File: config.mk
export PLATFORM = sky130hd
export DESIGN_NAME = usb_token_generator
export DESIGN_NICKNAME = d
export VERILOG_FILES = /design/src/rtl/usb_token_pkg.sv /design/src/rtl/usb_crc5.sv /design/src/rtl/usb_token_generator.sv
export SDC_FILE = /design/constraint.sdc
export NUM_CORES = 1
export LEC_CHECK = 0
export CAP_MARGIN = 5
export CELL_PAD_IN_SITES_DETAIL_PLACEMENT = 1
export CELL_PAD_IN_SITES_GLOBAL_PLACEMENT = 2
export CORE_MARGIN = 10
export CORE_UTILIZATION = 31
export CTS_BUF_LIST = sky130_fd_sc_hd__clkbuf_16
export DETAILED_ROUTE_END_ITERATION = 8
export PLACE_DENSITY = 0.95
export SLEW_MARGIN = 20
export SYNTH_ARGS = -nofsm -noshare
export SYNTH_HDL_FRONTEND = slang
export SYNTH_HIERARCHICAL = 1
export SYNTH_SLANG_ARGS = --single-unit
File: constraint.sdc
create_clock -name clk -period 3.2 [get_ports clk]
set_input_delay 0.32 -clock clk [delete_from_list [all_inputs] [get_ports clk]]
set_output_delay 0.32 -clock clk [all_outputs]
set_load 0.005 [all_outputs]
File: src/rtl/usb_token_pkg.sv
// Shared encodings for the USB token generator: token types, PIDs, CRC5 constants, FSM states.
package usb_token_pkg;

    localparam logic [1:0] TOK_OUT   = 2'b00;
    localparam logic [1:0] TOK_IN    = 2'b01;
    localparam logic [1:0] TOK_SOF   = 2'b10;
    localparam logic [1:0] TOK_SETUP = 2'b11;

    localparam logic [3:0] PID_OUT   = 4'h1;
    localparam logic [3:0] PID_IN    = 4'h9;
    localparam logic [3:0] PID_SOF   = 4'h5;
    localparam logic [3:0] PID_SETUP = 4'hD;

    localparam logic [4:0] CRC5_POLY = 5'h05;
    localparam logic [4:0] CRC5_INIT = 5'h1F;

    typedef enum logic [2:0] {
        StIdle,
        StPid,
        StByte1,
        StByte2,
        StDone
    } state_e;

    // PID byte on the wire carries the check nibble (one's complement) in the upper half.
    function automatic logic [7:0] pid_byte(input logic [1:0] tok);
        logic [3:0] pid;
        case (tok)
            TOK_OUT: pid = PID_OUT;
            TOK_IN:  pid = PID_IN;
            TOK_SOF: pid = PID_SOF;
            default: pid = PID_SETUP;
        endcase
        return {~pid, pid};
    endfunction

endpackage

File: src/rtl/usb_crc5.sv
// Combinational USB CRC5 over an 11-bit token field; output is inverted and bit-reversed
// so that it drops straight into byte2[7:3].
module usb_crc5
    import usb_token_pkg::*;
(
    input  logic [10:0] data_i,
    output logic [4:0]  crc_o
);

    logic [4:0] crc;
    logic       fb;

    always_comb begin
        crc = CRC5_INIT;
        fb  = 1'b0;
        for (int i = 0; i < 11; i++) begin
            fb  = data_i[i] ^ crc[4];
            crc = {crc[3:0], 1'b0} ^ (fb ? CRC5_POLY : 5'b00000);
        end
        crc_o = ~{crc[0], crc[1], crc[2], crc[3], crc[4]};
    end

endmodule

File: src/rtl/usb_token_generator.sv
// Host-side USB token packet builder streaming PID/byte1/byte2 over a UTMI valid/ready port.
// Optional utmi_tx_last output enabled by defining USB_TOKEN_TX_LAST_EN.
module usb_token_generator
    import usb_token_pkg::*;
(
    input  logic        clk,
    input  logic        rst_n,
    input  logic        token_start,
    input  logic [1:0]  token_type,
    input  logic [6:0]  token_addr,
    input  logic [3:0]  token_endp,
    input  logic [10:0] token_frame,
    output logic        token_ready,
    output logic        token_done,
    output logic [7:0]  utmi_tx_data,
    output logic        utmi_tx_valid,
    input  logic        utmi_tx_ready
`ifdef USB_TOKEN_TX_LAST_EN
    ,
    output logic        utmi_tx_last
`endif
);

    state_e      state_q;
    logic [10:0] field_q;
    logic [7:0]  data_q;
    logic        valid_q;
    logic        ready_q;
    logic        done_q;
    logic [4:0]  crc;
    logic [10:0] field_in;
`ifdef USB_TOKEN_TX_LAST_EN
    logic        last_q;
`endif

    assign field_in = (token_type == TOK_SOF) ? token_frame : {token_endp, token_addr};

    // CRC only matters once byte2 is loaded, so it runs off the latched field.
    usb_crc5 u_crc5 (
        .data_i (field_q),
        .crc_o  (crc)
    );

    always_ff @(posedge clk) begin
        if (!rst_n) begin
            state_q <= StIdle;
            field_q <= '0;
            data_q  <= 8'h00;
            valid_q <= 1'b0;
            ready_q <= 1'b1;
            done_q  <= 1'b0;
`ifdef USB_TOKEN_TX_LAST_EN
            last_q  <= 1'b0;
`endif
        end else begin
            case (state_q)
                StIdle: begin
                    if (token_start) begin
                        field_q <= field_in;
                        data_q  <= pid_byte(token_type);
                        valid_q <= 1'b1;
                        ready_q <= 1'b0;
                        state_q <= StPid;
                    end
                end
                StPid: begin
                    if (utmi_tx_ready) begin
                        data_q  <= field_q[7:0];
                        state_q <= StByte1;
                    end
                end
                StByte1: begin
                    if (utmi_tx_ready) begin
                        data_q  <= {crc, field_q[10:8]};
`ifdef USB_TOKEN_TX_LAST_EN
                        last_q  <= 1'b1;
`endif
                        state_q <= StByte2;
                    end
                end
                StByte2: begin
                    if (utmi_tx_ready) begin
                        data_q  <= 8'h00;
                        valid_q <= 1'b0;
                        done_q  <= 1'b1;
`ifdef USB_TOKEN_TX_LAST_EN
                        last_q  <= 1'b0;
`endif
                        state_q <= StDone;
                    end
                end
                StDone: begin
                    done_q  <= 1'b0;
                    ready_q <= 1'b1;
                    state_q <= StIdle;
                end
                default: begin
                    state_q <= StIdle;
                end
            endcase
        end
    end

    assign token_ready   = ready_q;
    assign token_done    = done_q;
    assign utmi_tx_data  = data_q;
    assign utmi_tx_valid = valid_q;
`ifdef USB_TOKEN_TX_LAST_EN
    assign utmi_tx_last  = last_q;
`endif

endmodule

==> results.sh <==
export IMPL_status="complete, no violations"
export IMPL_root_buffer="clkbuf_16"
export IMPL_area_growth_pct=33.3
export IMPL_wirelength_um=3970
export IMPL_nets=218
export IMPL_area_sequential_um2=500
export IMPL_relSlewSlack_pct=43.1
export IMPL_p_seq_share_pct=39.5
export IMPL_rsz0062_at_grt="false"
export IMPL_synth_compound_area_share_pct=22.0
export IMPL_cp_start_kind="flop"
export IMPL_hp_class="flop to flop"
export IMPL_cts_buffers=3
export IMPL_rows=25
export IMPL_slowest_delay_ns=0.47
export IMPL_met2_length_um=1970
export IMPL_clock_sinks=25
export IMPL_ys_seq_area_share_pct=33.0
export IMPL_post_dp_cell_area_um2=1940
export IMPL_fmax_mhz=542
export IMPL_postRouteAntennaNets=0
export IMPL_antenna_found_initial=0
export IMPL_p_int_uw=694
export IMPL_ys_ff_latch=25
export IMPL_ys_warn_count=6
export IMPL_synthCells=156
export IMPL_clockBufferDepth=2
export IMPL_ios=39
export IMPL_hold_viol=0
export IMPL_arrival_ns=1.96
export IMPL_diodes=0
export IMPL_met3_wirelength_um=109
export IMPL_path_cells="xnor2_2 > xnor3_1 > xor2_1 > and3b_1 > o21ai_0 > a31oi_1"
export IMPL_start_util_pct=32.1
export IMPL_synthXorXnorAreaFrac_pct=13.7
export IMPL_highest_layer="met4"
export IMPL_power_leakage_uw=0.000773
export IMPL_skew_ns=0.00523
export IMPL_drcViolationCount=0
export IMPL_cts_tree="yes"
export IMPL_crit_required_ns=3.31
export IMPL_yosys_area_share_simple_pct=17.2
export IMPL_ctsHoldBuffers=0
export IMPL_synth_mux_area_share_pct=8.75
export IMPL_via_count=1242
export IMPL_drv_slew=0
export IMPL_min_period_ns=1.85
export IMPL_netSwitchingFraction_pct=29.7
export IMPL_grt_pass1_wl_um=6540
export IMPL_dp_hpwl_um=3030
export IMPL_place_gp_congestion=0.795
export IMPL_synthAdderAreaFrac_pct=0
export IMPL_wl_met1_um=1840
export IMPL_vdd_drop_max_v=0.000211
export IMPL_period_share_pct=57.7
export IMPL_worstSetupPathType="flop to flop"
export IMPL_nFillCells=527
export IMPL_multi_input_area_um2=933
export IMPL_crit_family="XOR/XNOR gates"
export IMPL_overflow=0
export IMPL_crit_path_end_kind="flop"
export IMPL_detail_route_iter0_violations=31
export IMPL_path_clk_slew_ns=0.07
export IMPL_fin_setup_tns_ns=0
export IMPL_synthesis_area_um2=1520
export IMPL_mostFrequentLayoutCell="clkdlybuf4s50_1"
export IMPL_synth_cell_types=35
export IMPL_finalSetupViolCount=0
export IMPL_worst_pin_slew_ns=0.852
export IMPL_htree_levels=1
export IMPL_dieArea_um2=8080
export IMPL_grt_max_degree=28
export IMPL_die_x_um=89.9
export IMPL_io_buffers=38
export IMPL_cts_repair_resize_count=0
export IMPL_post_drt_wl_per_cell_um=15.5
export IMPL_power_frac_clock_pct=28.6
export IMPL_drive_gt1_share_pct=13.8
export IMPL_vias_per_cell=4.85
export IMPL_stdcell_area_um2=2020
export IMPL_syn_nets=184
export IMPL_drv_cap=0
export IMPL_critical_path_buf_inv_count=0
export IMPL_synth_avg_cell_area_um2=9.71
export IMPL_clock_latency_ns=0.26
export IMPL_critPathSlowestCell="dfxtp_1"
export IMPL_final_cell_mix="clkdlybuf4s50_1, dfxtp_1, nor2_1"
export IMPL_pwr_share_comb_pct=31.9
export IMPL_hold_slack_ns=0.493
export IMPL_dr_pass1_iters=4
export IMPL_p_sw_uw=294
export IMPL_post_cts_buffers=0
export IMPL_core_area_um2=4720
export IMPL_p_per_area_nw_per_um2=489
export IMPL_critical_path_peak_fanout=4
export IMPL_synth_top_family_by_area="compound AO/OA/AOI/OAI gates"
export IMPL_total_power_uw=987
export IMPL_grt_pass1_vias=1325
export IMPL_die_h_um=89.9
export IMPL_grt_total_usage_pct=9.47
==> registers in the layout, summed over array words and instances, names as in the netlist <==
| name | flops |
|---|---|
| field_q | 11 |
| state_q | 3 |
| token_done | 1 |
| token_ready | 1 |
| utmi_tx_data | 8 |
| utmi_tx_valid | 1 |
==> path summary, 6_finish.rpt <==
check | slack, ns | from | end | cells after the start
max | 1.35 | field_q[2] | utmi_tx_data[7] | 6
min | 0.49 | token_ready | token_ready | 1
max reg2reg | 1.35 | field_q[2] | utmi_tx_data[7] | 6
min reg2reg | 0.49 | token_ready | token_ready | 1
==> kinds of logic (layout without fill, tap and decap cells) <==
logic type / count (synthesis) / in the layout
AOI/OAI and AO/OA: 42 / 42
xor gates and xnor gates: 18 / 18
buffers and inverters: 18 / 51
DFF: 25 / 25
muxes: 13 / 13
and+or+nand+nor: 40 / 40
==> power groups by stage <==
stage | combinational (uW) | clock, uW | sequential [uW]
6_report | 315 | 283 | 389
3_3_place_gp | 307 | 0 | 396
4_1_cts | 320 | 291 | 391
5_1_grt | 344 | 301 | 397
3_5_place_dp | 315 | 0 | 398
2_1_floorplan | 229 | 0 | 376
==> synth_stat cells <==
library cell | count | area [um^2]
dfxtp_1 | 25 | 500
nor2_1 | 15 | 56.3
mux2i_1 | 11 | 110
and3b_1 | 10 | 87.6
o21ai_0 | 10 | 50.1
a211oi_2 | 9 | 113
a211oi_1 | 7 | 52.6
clkbuf_1 | 7 | 26.3
inv_1 | 7 | 26.3
xor2_1 | 7 | 61.3
a21oi_1 | 6 | 30.0
xnor2_1 | 6 | 52.6
nand2_1 | 3 | 11.3
nor2b_1 | 3 | 18.8
o211ai_1 | 3 | 22.5
a311oi_1 | 2 | 17.5
buf_2 | 2 | 10.0
mux2_2 | 2 | 22.5
nand2b_1 | 2 | 12.5
o221a_2 | 2 | 22.5
xnor2_2 | 2 | 32.5
xnor3_1 | 2 | 45.0
a221o_1 | 1 | 10.0
a31oi_1 | 1 | 6.26
and3_1 | 1 | 6.26
buf_4 | 1 | 7.51
buf_6 | 1 | 11.3
nand3b_1 | 1 | 7.51
nor4b_4 | 1 | 23.8
nor4bb_1 | 1 | 10.0
o21ai_2 | 1 | 8.76
or2_2 | 1 | 6.26
or3_1 | 1 | 6.26
or4b_4 | 1 | 13.8
xor2_2 | 1 | 16.3
==> layout make-up <==
class | count | area share, %
multi-input combinational | 113 | 46.2
sequential | 25 | 24.8
clock buffer | 3 | 3.72
timing repair buffer | 40 | 19.6
inverter | 7 | 1.30
tap | 67 | 4.15
clock inverter | 1 | 0.248
==> metal layers <==
layer,up-vias,GRT usage [%]
li1,631,-
met1,589,11.3
met2,18,16.4
met3,4,1.66
met4,0,3.58
met5,-,0
==> metrics by stage <==
| stage | setup slack (ns) | utilization, % | std cells |
|---|---|---|---|
| floorplan | 1.57 | - | 156 |
| global placement | 1.35 | 41.1 | 252 |
| detailed placement | 1.32 | 41.1 | 252 |
| CTS | 1.34 | 42.8 | 256 |
| global route | 1.23 | 42.8 | 256 |
| finish | 1.35 | 42.8 | 256 |
(Power assumes the default switching activity.)
